**config.mk**
```make
export PLATFORM = sky130hd
export DESIGN_NAME = dtc_confusion_collector
export DESIGN_NICKNAME = d
export VERILOG_FILES = /design/src/rtl/dtc_pkg.sv /design/src/rtl/dtc_sat_counter.sv /design/src/rtl/dtc_confusion_collector.sv
export SDC_FILE = /design/constraint.sdc
export NUM_CORES = 1
export LEC_CHECK = 0
export CAP_MARGIN = 20
export CORE_ASPECT_RATIO = 1.5
export CORE_MARGIN = 2
export CORE_UTILIZATION = 36
export DETAILED_ROUTE_END_ITERATION = 8
export PLACE_DENSITY = 0.61
export REMOVE_ABC_BUFFERS = 1
export SKIP_LAST_GASP = 1
export SLEW_MARGIN = 15
export SYNTH_ARGS = -nofsm -noshare
export SYNTH_HDL_FRONTEND = slang
export SYNTH_SLANG_ARGS = --single-unit
```
**constraint.sdc**
```tcl
create_clock -name clk -period 5.7 [get_ports clk]
set_clock_uncertainty 0.2 [all_clocks]
set_input_delay 1.71 -clock clk [delete_from_list [all_inputs] [get_ports clk]]
set_output_delay 1.71 -clock clk [all_outputs]
set_load 0.01 [all_outputs]
```
**src/rtl/dtc_pkg.sv**
```systemverilog
// Shared constants and types for the dtc confusion-matrix collector.
// Class-code width, matrix geometry and the collector FSM states.
package dtc_pkg;

    localparam int CLS_W       = 2;
    localparam int NUM_CLASSES = 2 ** CLS_W;
    localparam int IDX_W       = 2 * CLS_W;
    localparam int NUM_CELLS   = NUM_CLASSES * NUM_CLASSES;

    typedef enum logic [2:0] {
        IDLE,
        CLEAR,
        ACCUM,
        REPORT,
        DONE
    } state_e;

    // Matrix cell index: row = true label, column = prediction.
    function automatic logic [IDX_W-1:0] cell_idx(
        input logic [CLS_W-1:0] label,
        input logic [CLS_W-1:0] pred
    );
        return {label, pred};
    endfunction

endpackage

```
**src/rtl/dtc_sat_counter.sv**
```systemverilog
// Saturating up-counter with synchronous clear.
// Ports: clk, rst (sync, active-high), clr, inc, q (count), at_max (q is all ones).
module dtc_sat_counter #(
    parameter int W = 16
) (
    input  logic         clk,
    input  logic         rst,
    input  logic         clr,
    input  logic         inc,
    output logic [W-1:0] q,
    output logic         at_max
);

    logic [W-1:0] cnt_q;
    logic [W-1:0] cnt_d;

    assign at_max = &cnt_q;
    assign q      = cnt_q;

    always_comb begin
        cnt_d = cnt_q;
        if (clr) begin
            cnt_d = '0;
        end else if (inc && !at_max) begin
            cnt_d = cnt_q + 1'b1;
        end
    end

    always_ff @(posedge clk) begin
        if (rst) begin
            cnt_q <= '0;
        end else begin
            cnt_q <= cnt_d;
        end
    end

endmodule

```
**src/rtl/dtc_confusion_collector.sv**
```systemverilog
// Collects (prediction, label) pairs into a saturating 4x4 confusion matrix
// with total/correct counts, then streams the matrix out after the last sample.
// Ports: clk, rst (sync, active-high), start; input stream in_valid/in_ready/
// in_pred/in_label/in_last; output stream out_valid/out_ready/out_idx/out_data;
// status total_cnt, correct_cnt, sat (sticky per batch), done (1-cycle pulse).
module dtc_confusion_collector
    import dtc_pkg::*;
#(
    parameter int CNT_W = 16
) (
    input  logic             clk,
    input  logic             rst,
    input  logic             start,
    input  logic             in_valid,
    output logic             in_ready,
    input  logic [CLS_W-1:0] in_pred,
    input  logic [CLS_W-1:0] in_label,
    input  logic             in_last,
    output logic             out_valid,
    input  logic             out_ready,
    output logic [IDX_W-1:0] out_idx,
    output logic [CNT_W-1:0] out_data,
    output logic [CNT_W-1:0] total_cnt,
    output logic [CNT_W-1:0] correct_cnt,
    output logic             sat,
    output logic             done
);

    state_e           state_q;
    state_e           state_d;
    logic [IDX_W-1:0] idx_q;
    logic [IDX_W-1:0] idx_d;
    logic             sat_q;
    logic             sat_d;

    logic [CNT_W-1:0]     cell_q [NUM_CELLS];
    logic [NUM_CELLS-1:0] cell_inc;
    logic [NUM_CELLS-1:0] cell_max;

    logic             clr;
    logic             in_hs;
    logic             out_hs;
    logic             is_corr;
    logic             tot_max;
    logic             corr_max;
    logic             sat_hit;
    logic [IDX_W-1:0] in_idx;

    assign in_ready  = (state_q == ACCUM);
    assign out_valid = (state_q == REPORT);
    assign done      = (state_q == DONE);
    assign clr       = (state_q == CLEAR);
    assign out_idx   = idx_q;
    assign out_data  = cell_q[idx_q];
    assign sat       = sat_q;

    assign in_hs   = in_valid && in_ready;
    assign out_hs  = out_valid && out_ready;
    assign in_idx  = cell_idx(in_label, in_pred);
    assign is_corr = (in_pred == in_label);

    always_comb begin
        cell_inc = '0;
        if (in_hs) begin
            cell_inc[in_idx] = 1'b1;
        end
    end

    for (genvar i = 0; i < NUM_CELLS; i++) begin : g_cell
        dtc_sat_counter #(.W(CNT_W)) u_cell (
            .clk    (clk),
            .rst    (rst),
            .clr    (clr),
            .inc    (cell_inc[i]),
            .q      (cell_q[i]),
            .at_max (cell_max[i])
        );
    end

    dtc_sat_counter #(.W(CNT_W)) u_total (
        .clk    (clk),
        .rst    (rst),
        .clr    (clr),
        .inc    (in_hs),
        .q      (total_cnt),
        .at_max (tot_max)
    );

    dtc_sat_counter #(.W(CNT_W)) u_correct (
        .clk    (clk),
        .rst    (rst),
        .clr    (clr),
        .inc    (in_hs && is_corr),
        .q      (correct_cnt),
        .at_max (corr_max)
    );

    // Any increment attempted on a counter already at max flags saturation.
    assign sat_hit = in_hs
                   && (cell_max[in_idx] || tot_max || (is_corr && corr_max));

    always_comb begin
        state_d = state_q;
        idx_d   = idx_q;
        sat_d   = sat_q;
        if (clr) begin
            sat_d = 1'b0;
        end else if (sat_hit) begin
            sat_d = 1'b1;
        end
        case (state_q)
            IDLE: begin
                if (start) begin
                    state_d = CLEAR;
                end
            end
            CLEAR: begin
                state_d = ACCUM;
            end
            ACCUM: begin
                if (in_hs && in_last) begin
                    state_d = REPORT;
                    idx_d   = '0;
                end
            end
            REPORT: begin
                if (out_hs) begin
                    idx_d = idx_q + 1'b1;
                    if (idx_q == IDX_W'(NUM_CELLS - 1)) begin
                        state_d = DONE;
                        idx_d   = '0;
                    end
                end
            end
            DONE: begin
                state_d = IDLE;
                idx_d   = '0;
            end
            default: begin
                state_d = IDLE;
                idx_d   = '0;
            end
        endcase
    end

    always_ff @(posedge clk) begin
        if (rst) begin
            state_q <= IDLE;
            idx_q   <= '0;
            sat_q   <= 1'b0;
        end else begin
            state_q <= state_d;
            idx_q   <= idx_d;
            sat_q   <= sat_d;
        end
    end

endmodule

```
Word-level counts from Yosys, hierarchy flattened

Cells that the tools add are included.

Bits in registers: 296

Reductions and logical operators: 68
Order comparisons: 3
Muxes and demuxes: 17
Add/subtract/negate cells: 19
Bitwise operators: 2
Eq/ne operators: 10

Operators by type and width:

| operator                                                    | number |
|---|---|
| adder 16 x 1 -> 16 bit (second input constant)              | 18 |
| AND reduction 16 bit                                        | 18 |
| binary-select mux 16 bit (select 4 bit)                     | 1 |
| 2-to-1 mux 16 bit                                           | 3 |
| logical AND 1 bit                                           | 25 |
| zero test 1 bit                                             | 18 |
| 2-to-1 mux 3 bit                                            | 4 |
| 2-to-1 mux 4 bit                                            | 3 |
| one-hot mux 3 bit (4 select lines)                          | 1 |
| one-hot mux 4 bit (3 select lines)                          | 1 |
| equality test 3 x 2 -> 1 bit (second input constant)        | 2 |
| inequality test 2 x 1 -> 1 bit (second input constant)      | 3 |
| >= comparator 5 bit (second input constant)                 | 1 |
| less-than comparator 4 x 5 -> 1 bit (second input constant) | 1 |
| NOT 4 -> 5 bit                                              | 1 |
| adder 4 x 1 -> 4 bit (second input constant)                | 1 |
| binary-select mux 1 bit (select 4 bit)                      | 1 |
| demux 1 bit (select 4 bit)                                  | 1 |
| equality test 4 bit (second input constant)                 | 1 |
| >= comparator 4 x 1 -> 1 bit (second input constant)        | 1 |
| AND reduction 4 bit                                         | 1 |
| OR reduction 2 bit                                          | 2 |
| equality test 3 x 1 -> 1 bit (second input constant)        | 1 |
| equality test 3 bit (second input constant)                 | 1 |
| other kinds (7)                                             | 9 |

Depth between registers and ports, before layout

Depth in word-level cells: 6
Gate-level depth with buffers: 9

Modules after synthesis

Synthesis repeated with hierarchy kept, for this count alone.

Cells, all modules: 1,939
Area, all modules: 17,698.2 um2

By module, submodules not included:

| module                  | cells an instance | times used | sequential area each (um2) | area each (um2) |
|---|---|---|---|---|
| dtc_sat_counter         | 97                | 18         | 320.3                      | 830.8 |
| dtc_confusion_collector | 193               | 1          | 160.2                      | 2,743.9 |

Worst setup path after synthesis

OpenSTA, ideal clock, no wires.

Path kind: flip-flop to output port
From: reg idx_q[0] (netlist: out_idx[0])
To: out out_data[15]
Arrival: 2,217 ps
Cell stages (with the launch flop): 7
Path buffers: 4
Setup slack: 1,573 ps
Cells stage by stage: dfxtp_1 > clkbuf_1 > buf_2 > clkbuf_1 > buf_2 > mux4_2 > mux4_2

Cells in the longest elaborated chain, start to end: 4

Ends and longest elaborated chain:

| what                                                 | RTL line                       | text |
|---|---|---|
| start: declaration                                   | dtc_confusion_collector.sv:31  | `logic [IDX_W-1:0] idx_q;` |
| start signal: assignment                             | dtc_confusion_collector.sv:153 | `idx_q <= idx_d;` |
| NOT 4 -> 5 bit (not written as such)                 | dtc_confusion_collector.sv:54  | `assign out_data = cell_q[idx_q];` |
| binary-select mux 16 bit (select 4 bit)              | dtc_confusion_collector.sv:54  |  |
| 2-to-1 mux 16 bit (not written as such) (2 in a row) | dtc_confusion_collector.sv:54  |  |
| end: declaration                                     | dtc_confusion_collector.sv:22  | `output logic [CNT_W-1:0] out_data,` |

No other way between the ends. The select of a mux whose other input is x is not followed.

Worst setup path after layout

From: reg idx_q[1] (netlist: out_idx[1])
To: out out_data[13]

The elaborated chain is that of the path after synthesis.

==> results.cfg <==
[run_status]
status = completed

[drt]
drc = 0
vias = 12750
firstDrtPassIters = 5
drtAntennaViolNets = 0
via_per_inst = 5.513
routed_wl_um = 43610
drtIter0Drc = 1064
wl_per_cell_um = 18.85

[die]
core_mm2 = 0.04202
die_x_um = 172.6
start_util = 0.3653
die-height_um = 256.9
io_pins = 66
num_rows = 92
die_area_mm2 = 0.04434

[timing]
relSlewSlack = 0.2843
timing.fmax_mhz = 193.3
worst_pin_slew_ps = 1064
rsz0062_at_grt = no
finalCritPeriodShare = 0.9077
min_period_ps = 5174
fin_tns_setup_ps = 0
drv_slew = 0
setup-violations-final = 0
hold_viol_final = 0

[global_route]
grt_pass1_wl_um = 68990
overflow = 0
grt_use_total = 0.1938
grt_max_degree = 89
grt_pass1_vias = 12570
antenna_found_initial = 0

[setup_path]
critPathRequiredTime_ps = 3790
critical_path_class = register to output port
rr_worst_depth = 6
setup.worst_path.end = out_data[13]
path_max_fanout = 46
cp-end-kind = output port
rrSetupSlack_ps = 2710
critPathLaunchType = register
rr_endpoint = g_cell[4].u_cell.q[9]
crit_path_start = out_idx[1]
arrival_ps = 3260
r2r-start = state_q[1]

[run]
cap_violations = 0

[cts]
cts_tree = done
clockBufferDepth = 3
path_clk_slew_ps = 60
holdBufCountCts = 0
root_buffer = clkbuf_16
h-tree-depth = 1
cts_setup_buffers = 0
clock-sinks = 296
clkLatencyLatePin_ps = 580
cts_buffers = 30
post_cts_resized = 0

[logic_synthesis]
synth_cell_types = 59
synth_seq_area_share = 0.3861
yosysTopAreaCellShare = 0.3861
mappedNetlistArea_mm2 = 0.01535
synthArstFlopShare = 0
yosys_register_bits = 296
synthCells = 1669
ys_warn_count = 0
syn_area_per_cell_um2 = 9.196
ys.flop_type = dfxtp_1
yosys.area.top_type = dfxtp_1
synth_edf_count = 0
synth_top_cells_by_area = dfxtp_1 39%, mux4_2 12%, xor2_1 10%

[cells_and_area]
final_area_mm2 = 0.01765
final_cell_mix = 319 x nor2_1, 293 x dfxtp_1, 183 x xor2_1
final_common_cell = nor2_1
num-fill-cells = 4088
area_growth_pct = 14.97
nets = 1757
drive_above_1_share = 0.1052
diodes = 0
final_cell_count_no_fill = 2313

[power_and_ir_drop]
p_total_w = 0.004204
power_leakage_nw = 5.675
ir_drop_uv = 199.9
power_density_mw_per_mm2 = 238.2

[place]
place.gp.congestion = 0.9494
hpwl_um = 33060
port_buffers = 65
dpl.cell_count = 2259
place_area_mm2 = 0.01668

[min_path]
hold_class = register to register
==> cell type report <==
type,instances,area [um^2],area share
Tap cell,564,705.7,0.03999
Inverter,17,63.81,0.003616
Multi-Input combinational cell,1290,9097,0.5155
Sequential cell,296,5934,0.3363
Timing Repair Buffer,93,883.3,0.05006
Clock buffer,42,877.1,0.04970
Clock inverter,11,85.08,0.004821
==> how the worst min path moves through the flow <==
stage	start	to	cells after the start
after detailed placement	g_cell[12].u_cell.q[15]	g_cell[12].u_cell.q[15]	2
final	g_cell[12].u_cell.q[15]	g_cell[12].u_cell.q[15]	2
after floorplan	g_cell[0].u_cell.q[14]	g_cell[0].u_cell.q[14]	2
after global routing	u_total.q[1]	u_total.q[1]	2
after global placement	g_cell[0].u_cell.q[14]	g_cell[0].u_cell.q[14]	2
after CTS	g_cell[12].u_cell.q[15]	g_cell[12].u_cell.q[15]	2
==> per-stage QoR <==
| stage | setup slack, ps | util | hold slack (ps) |
|---|---|---|---|
| 2_1_floorplan | 45.01 | - | 254.0 |
| 3_3_place_gp | 989.6 | 0.3970 | 290.4 |
| 3_5_place_dp | 949.2 | 0.3970 | 303.4 |
| 4_1_cts | 503.6 | 0.4199 | 317.5 |
| 5_1_grt | 430.3 | 0.4200 | 358.1 |
| 6_report | 526.0 | 0.4200 | 316.8 |
==> metal layers <==
layer / wire length, um / GRT usage / part of all wire / vias up
met1: 16570 / 0.2155 / 0.38 / 6193
met2: 22640 / 0.3579 / 0.52 / 404
met4: 2288 / 0.1033 / 0.052 / 0
met5: 0 / 0 / 0 / -
met3: 2112 / 0.02438 / 0.048 / 122
li1: - / - / - / 6032
==> kinds of logic after synthesis <==
group | Yosys count | share of synthesized area
muxes | 92 | 0.1252
buffers and inverters | 83 | 0.02136
AOI/OAI and AO/OA | 72 | 0.02861
DFF | 296 | 0.3861
and+or+nand+nor | 849 | 0.2760
adders and majority gates | 19 | 0.01549
xor gates and xnor gates | 258 | 0.1472
==> report_power, final <==
part | internal (W) | switching [W]
Sequential | 0.00207 | 0.00000728
Combinational | 0.0000360 | 0.000123
Clock | 0.00111 | 0.000856
Total | 0.00322 | 0.000986
==> synth_stat cells, types with 2 or more instances <==
cell type  count
nand3_1      116
a31oi_1        2
and2_1        10
a21oi_1       27
nand4_1       98
nand2_1      129
nand3b_1       2
mux2i_1       12
nor3b_1        4
nor4_2         9
nor4b_1        2
ha_1          19
or3_1         16
or2_2          2
mux4_2        80
inv_1         17
xnor2_1       75
or4_1          4
o211ai_1       2
dfxtp_1      296
nor3_1        33
nor2_1       319
nand2b_1       3
buf_1          8
nor4_4         3
nor2b_1        6
o21ai_0       28
or4b_1         2
clkbuf_1      50
xor2_1       183
buf_2          7
nor4_1        32
nand3_2        2
and4_1        15
and3_1        32
==> state kept, by name, summed over array words and instances (netlist names) <==
register and cells:
state_q 3, out_idx 4, sat 1, u_total.q 16
g_cell.u_cell.q 256, u_correct.q 16
==> critical path, cell delays in order (launching register included) <==
cell and delay (ps):
dfxtp_4 860, buf_4 350, mux4_2 380, mux4_2 530
clkdlybuf4s50_1 510
No activity file was read; power rests on OpenSTA's default activity.
